**config.mk**
```make
export PLATFORM = sky130hd
export DESIGN_NAME = mem_responder
export DESIGN_NICKNAME = d
export VERILOG_FILES = /design/src/rtl/mem_responder.sv
export SDC_FILE = /design/constraint.sdc
export NUM_CORES = 1
export LEC_CHECK = 0
export CAP_MARGIN = 0
export CORE_ASPECT_RATIO = 0.6
export CORE_MARGIN = 3
export CORE_UTILIZATION = 25
export CTS_CLUSTER_SIZE = 28
export DETAILED_ROUTE_END_ITERATION = 8
export GPL_TIMING_DRIVEN = 0
export PLACE_DENSITY_LB_ADDON = 0.25
export SYNTH_ARGS = -nofsm -noshare
export SYNTH_HDL_FRONTEND = slang
export SYNTH_SLANG_ARGS = --single-unit
```
**constraint.sdc**
```tcl
create_clock -name clk -period 1.9 [get_ports clk]
set_input_delay 0.19 -clock clk [delete_from_list [all_inputs] [get_ports clk]]
set_output_delay 0.19 -clock clk [all_outputs]
set_load 0.03 [all_outputs]
```
**src/rtl/mem_responder.sv**
```systemverilog
// Memory-side end of the 2-bit serial memory protocol: receives command frames,
// runs them on a req/ready memory port and serializes read data back as a reply.
//   state  | meaning
//   R_IDLE | waiting for a non-zero start chunk
//   R_HDR  | header cycle carries the command
//   R_PAY  | shifting in payload chunks, LSB first
//   E_IDLE | waiting for a pending entry
//   E_MEM  | memory request outstanding
//   E_SBS  | reply start chunk (2'b01)
//   E_DATA | reply data chunks, LSB first
module mem_responder #(
    parameter int NSHIFT   = 2,
    parameter int REG_BITS = 8
) (
    input  logic              clk,
    input  logic              reset,
    input  logic [NSHIFT-1:0] in_pins,
    output logic [NSHIFT-1:0] out_pins,
    output logic              mem_req,
    output logic              mem_we,
    output logic [15:0]       mem_addr,
    output logic [15:0]       mem_wdata,
    output logic [1:0]        mem_wmask,
    input  logic              mem_ready,
    input  logic [15:0]       mem_rdata,
    output logic              busy,
    output logic              overrun,
    output logic              bad_cmd
);
    localparam int WORD_BITS      = 2 * REG_BITS;
    localparam int PAYLOAD_CYCLES = WORD_BITS / NSHIFT;
    localparam logic [2:0] LAST_CHUNK = 3'(PAYLOAD_CYCLES - 1);
    localparam logic [1:0] CMD_READ16   = 2'd0;
    localparam logic [1:0] CMD_WRITE8   = 2'd1;
    localparam logic [1:0] CMD_RESERVED = 2'd3;

    typedef enum logic [1:0] {R_IDLE, R_HDR, R_PAY} rx_state_t;
    typedef enum logic [1:0] {E_IDLE, E_MEM, E_SBS, E_DATA} ex_state_t;

    rx_state_t r_state, r_next;
    ex_state_t e_state, e_next;

    logic [2:0]                  r_cnt;
    logic [1:0]                  r_cmd;
    logic [WORD_BITS-NSHIFT-1:0] r_shift;
    logic [WORD_BITS-1:0]        frame_word;
    logic                        frame_done;

    logic                 pend_valid;
    logic [1:0]           pend_cmd;
    logic [WORD_BITS-1:0] pend_word;
    logic                 take;

    logic [15:0] last_addr;
    logic [15:0] rd_shift;
    logic [2:0]  e_cnt;

    // ---------------- receiver ----------------
    always_ff @(posedge clk) begin
        if (reset) r_state <= R_IDLE;
        else       r_state <= r_next;
    end

    always_comb begin
        r_next     = r_state;
        frame_done = 1'b0;
        case (r_state)
            R_IDLE: if (in_pins != '0) r_next = R_HDR;
            R_HDR:  r_next = R_PAY;
            R_PAY: begin
                if (r_cnt == LAST_CHUNK) begin
                    r_next     = R_IDLE;
                    frame_done = 1'b1;
                end
            end
            default: r_next = R_IDLE;
        endcase
    end

    always_ff @(posedge clk) begin
        if (reset) begin
            r_cnt   <= '0;
            r_cmd   <= '0;
            r_shift <= '0;
        end else begin
            if (r_state == R_HDR) begin
                r_cmd <= in_pins;
                r_cnt <= '0;
            end
            if (r_state == R_PAY) begin
                r_shift <= {in_pins, r_shift[WORD_BITS-NSHIFT-1:NSHIFT]};
                r_cnt   <= r_cnt + 3'd1;
            end
        end
    end

    // The last chunk is still on the pins when the frame completes.
    assign frame_word = {in_pins, r_shift};

    // ---------------- pending entry ----------------
    always_ff @(posedge clk) begin
        if (reset) begin
            pend_valid <= 1'b0;
            pend_cmd   <= '0;
            pend_word  <= '0;
            overrun    <= 1'b0;
            bad_cmd    <= 1'b0;
        end else begin
            if (take) pend_valid <= 1'b0;
            if (frame_done) begin
                if (r_cmd == CMD_RESERVED) begin
                    bad_cmd <= 1'b1;
                end else if (pend_valid && !take) begin
                    overrun <= 1'b1;
                end else begin
                    pend_valid <= 1'b1;
                    pend_cmd   <= r_cmd;
                    pend_word  <= frame_word;
                end
            end
        end
    end

    // ---------------- executor ----------------
    assign take = (e_state == E_IDLE) && pend_valid;

    always_ff @(posedge clk) begin
        if (reset) e_state <= E_IDLE;
        else       e_state <= e_next;
    end

    always_comb begin
        e_next = e_state;
        case (e_state)
            E_IDLE: if (pend_valid) e_next = E_MEM;
            E_MEM:  if (mem_ready) e_next = mem_we ? E_IDLE : E_SBS;
            E_SBS:  e_next = E_DATA;
            E_DATA: if (e_cnt == LAST_CHUNK) e_next = E_IDLE;
            default: e_next = E_IDLE;
        endcase
    end

    always_ff @(posedge clk) begin
        if (reset) begin
            mem_we    <= 1'b0;
            mem_addr  <= '0;
            mem_wdata <= '0;
            mem_wmask <= '0;
            last_addr <= '0;
            rd_shift  <= '0;
            e_cnt     <= '0;
        end else begin
            if (take) begin
                case (pend_cmd)
                    CMD_READ16: begin
                        mem_we    <= 1'b0;
                        mem_addr  <= pend_word;
                        mem_wmask <= 2'b00;
                        last_addr <= pend_word;
                    end
                    CMD_WRITE8: begin
                        mem_we    <= 1'b1;
                        mem_addr  <= last_addr;
                        mem_wdata <= {2{pend_word[REG_BITS-1:0]}};
                        mem_wmask <= last_addr[0] ? 2'b10 : 2'b01;
                    end
                    default: begin
                        mem_we    <= 1'b1;
                        mem_addr  <= last_addr;
                        mem_wdata <= pend_word;
                        mem_wmask <= 2'b11;
                    end
                endcase
            end
            if (e_state == E_MEM && mem_ready && !mem_we) rd_shift <= mem_rdata;
            if (e_state == E_SBS) e_cnt <= '0;
            if (e_state == E_DATA) begin
                rd_shift <= {2'b00, rd_shift[15:2]};
                e_cnt    <= e_cnt + 3'd1;
            end
        end
    end

    assign mem_req = (e_state == E_MEM);

    always_comb begin
        out_pins = '0;
        case (e_state)
            E_SBS:   out_pins = NSHIFT'(1);
            E_DATA:  out_pins = rd_shift[NSHIFT-1:0];
            default: out_pins = '0;
        endcase
    end

    assign busy = (r_state != R_IDLE) || pend_valid || (e_state != E_IDLE);

endmodule

```
==> results.yml <==
critical_path:
  internal_reg_to_reg_setup_slack_ns: 0.29
  maximum_fanout_count_along_the_critical_path: 10
  r2r_end: "last_addr[5]"
  worst_setup_path_start_kind: "flip-flop"
  timing.critical_path.required_ns: 1.71
  path_cells: "buf_6 > buf_2 > and3_1 > clkdlybuf4s15_2"
  ws_path_type: "flip-flop to output pin"
  crit_slowest_cell: "dfxtp_1"
  end_kind: "output pin"
  reg2reg_from: "e_state[0]"
  r2r.worst_path.cells: 5
  slowest_delay_ns: 0.41
  worstPathArrival_ns: 1.63
route:
  drt-wirelength-per-cell_um: 15.5
  drc_errors: 0
  routed_via_density: 4.47
  ant_nets: 0
  drt_pass1_iterations: 5
  drt-total-wl_um: 11200
  via_count: 3222
  initialDrtViolationCount: 174
floorplanning:
  initial_core_util: 0.263
  core-area_um2: 15900
  height_of_the_die_um: 106
  row_count: 35
  io_pins: 62
  dieArea_um2: 18300
  chipWidth_um: 173
finish:
  drive_gt1_frac: 0.104
  layout.cell_area.non_filler_um2: 5380
  antenna_cells: 0
  flow.area_growth_from_synthesis_pct: 28.7
  nNetsFinal: 523
  fill_cells: 1641
grt:
  globalRoute.totalOverflow: 0
  grt_first_pass_wirelength_um: 18100
  antenna_found_initial: 0
  grt_start_max_net_pins: 17
  grt_usage: 0.124
  vias_in_the_first_global_route: 3192
logic_synthesis:
  async_flop_share: 0
  synth_top_cells_by_area: "dfxtp_1, mux2i_1, nand2_1"
  yosysTopAreaCell: "dfxtp_1"
  ys_dominant_reg_cell: "dfxtp_1"
  avgSynthCellArea_um2: 9.87
  yosys.area_share.xor_xnor: 0
  yosysUniqueCellTypes: 41
  post_synth_fa_ha_maj_area_fraction: 0.0240
  dominant_combinational_cell_family_by_area_after_synthesis: "multiplexers"
  postSynthRegisterBits: 98
  synth_compound_gate_area_share: 0.0899
  synthesis.yosys.warnings: 0
  netlist_area_um2: 4180
  synthCells: 423
  synth_edf_count: 0
  sequential_area_share_after_synthesis: 0.470
  yosys-mux-area-fraction: 0.204
  synth_simple_gate_area_share: 0.161
  mappedNetlistNets: 452
  yosysTopAreaCellShare: 0.470
pwr:
  areal_power_density_over_the_cells_nw_per_um2: 830
  leakagePower_nw: 1.97
  worst_ir_drop_vdd_v: 0.000343
timing:
  worst_pin_slew_ns: 0.657
  post-route-period-util: 0.960
  rsz_0062_raised_after_global_routing: "no"
  hold_viol_final: 0
  finalSetupViolCount: 0
  final_max_slew_violation_count: 0
  timing.max_slew.rel_slack: 0.562
  setup_skew_ns: 0.00870
  postLayoutSetupSlackWorst_ns: 0.0765
  period_needed_ns: 1.82
  maximum_clock_frequency_mhz: 548
worst_hold_path:
  holdPathEnd: "rd_shift[0]"
  worstHoldPathCells: 2
  holdCritStartpoint: "reset"
  worstHoldPathType: "input port to flip-flop"
clock_network:
  path_clk_slew_ns: 0.07
  cts_hold_buf: 0
  post-cts-setup-buffer-count: 0
  tritoncts: "done"
  cts_inserted_buffers: 9
  clockBufferDepth: 2
  cts_num_sinks: 98
  clock_latency_ns: 0.34
  cts.htree.levels: 3
  ctsRootBufferMaster: "clkbuf_16"
place:
  gpl_congestion: 0.787
  placed_wire_length_estimate_after_detailed_placement_um: 8400
  port_buffers: 60
  place_worst_setup_slack_ns: -0.156
  placed_cell_area_um2: 5050
run_status:
  status: "finished clean"
run:
  max_cap_viols: 0
critical path, delay by kind of cell, from the launching register on:
| family | cells | cell delay [ns] |
|---|---|---|
| AND/OR/NAND/NOR | 1 | 0.17 |
| buffers and inverters | 3 | 0.71 |
| flip-flops | 1 | 0.41 |
metal layers:
metal  track usage  wire [um]  up-vias
met5             0          0        -
met4        0.0266         74        0
met3        0.0328        444        7
met2         0.166       4450       49
met1         0.194       6230     1543
li1              -          -     1623
per-stage QoR:
stage	total power [W]	std cells	setup TNS [ns]	utilization	hold slack (ns)
4_1_cts	0.00450	721	-0.213	0.339	0.405
3_5_place_dp	0.00252	705	-0.246	0.319	0.453
6_report	0.00446	721	0	0.339	0.391
2_1_floorplan	0.00239	423	0	-	0.332
3_3_place_gp	0.00251	705	-0.197	0.319	0.451
5_1_grt	0.00463	721	0	0.339	0.448
layout make-up:
type	count	area [um2]	area share
Sequential cell	98	1960	0.365
Inverter	5	18.8	0.00349
Tap cell	222	278	0.0517
Multi-Input combinational cell	289	2010	0.374
Clock buffer	10	229	0.0426
Buffer	31	195	0.0363
Timing Repair Buffer	60	593	0.110
Clock inverter	6	90.1	0.0168
cell usage in the layout (no fill, tap or decap), types with 2 or more instances in the layout:
cell / n
a21oi_1: 17
buf_2: 8
mux2_2: 2
nor2_1: 39
a2111oi_2: 2
a211oi_1: 11
clkbuf_1: 15
buf_4: 3
nand2b_1: 6
buf_6: 5
and2_1: 2
o21a_1: 2
a2111oi_1: 8
inv_1: 3
dfxtp_1: 97
mux2i_1: 83
a41oi_1: 2
ha_1: 7
clkbuf_2: 2
clkbuf_16: 9
nor2b_1: 3
inv_2: 2
nor3_1: 17
bufinv_16: 2
nand3_1: 2
clkdlybuf4s50_1: 56
nand2_1: 66
a2111oi_0: 4
worst max path at each step:
stage / startpoint / end / slack, ns / cells past startpoint
after global placement: r_state[1] / busy / -0.13 / 4
after detailed placement: r_state[1] / busy / -0.16 / 4
after CTS: r_state[1] / busy / -0.21 / 4
final: flip-flop / out_pins[1] / 0.08 / 4
after global routing: flip-flop / out_pins[1] / 0.009 / 4
after floorplan: flip-flop / out_pins[0] / 0.25 / 3
flip-flops by register name, indices dropped and copies added (netlist names), 3 cells and up, named ones only:
signal	count
r_cnt	3
mem_wdata	16
pend_word	16
last_addr	16
rd_shift	16
r_shift	14
e_cnt	3
cells in the mapped netlist, types with 6 or more instances:
cell and n:
a2111oi_1 8, nor2_1 39, buf_2 7, nand2b_1 6, ha_1 8, clkbuf_1 15
nand2_1 66, a21oi_1 17, mux2i_1 83, dfxtp_1 98, a211oi_1 11, nor3_1 17
cells by family (layout without fill, tap and decap cells):
group / Yosys count / in the layout
and+or+nand+nor: 146 / 146
DFF: 98 / 98
muxes: 85 / 85
AOI/OAI and AO/OA: 50 / 50
buffers and inverters: 36 / 112
adders and majority gates: 8 / 8
what timing repair did:
item	4_1_cts	5_1_grt
gates cloned	0	0
resized for setup	14	11
endpoints found under the setup margin	4	2
power by group:
group | internal (W) | switching [W]
combinational | 0.000176 | 0.000199
sequential | 0.00208 | 0.0000277
clock | 0.00116 | 0.000819
total | 0.00342 | 0.00105
(Power assumes the default switching activity.)
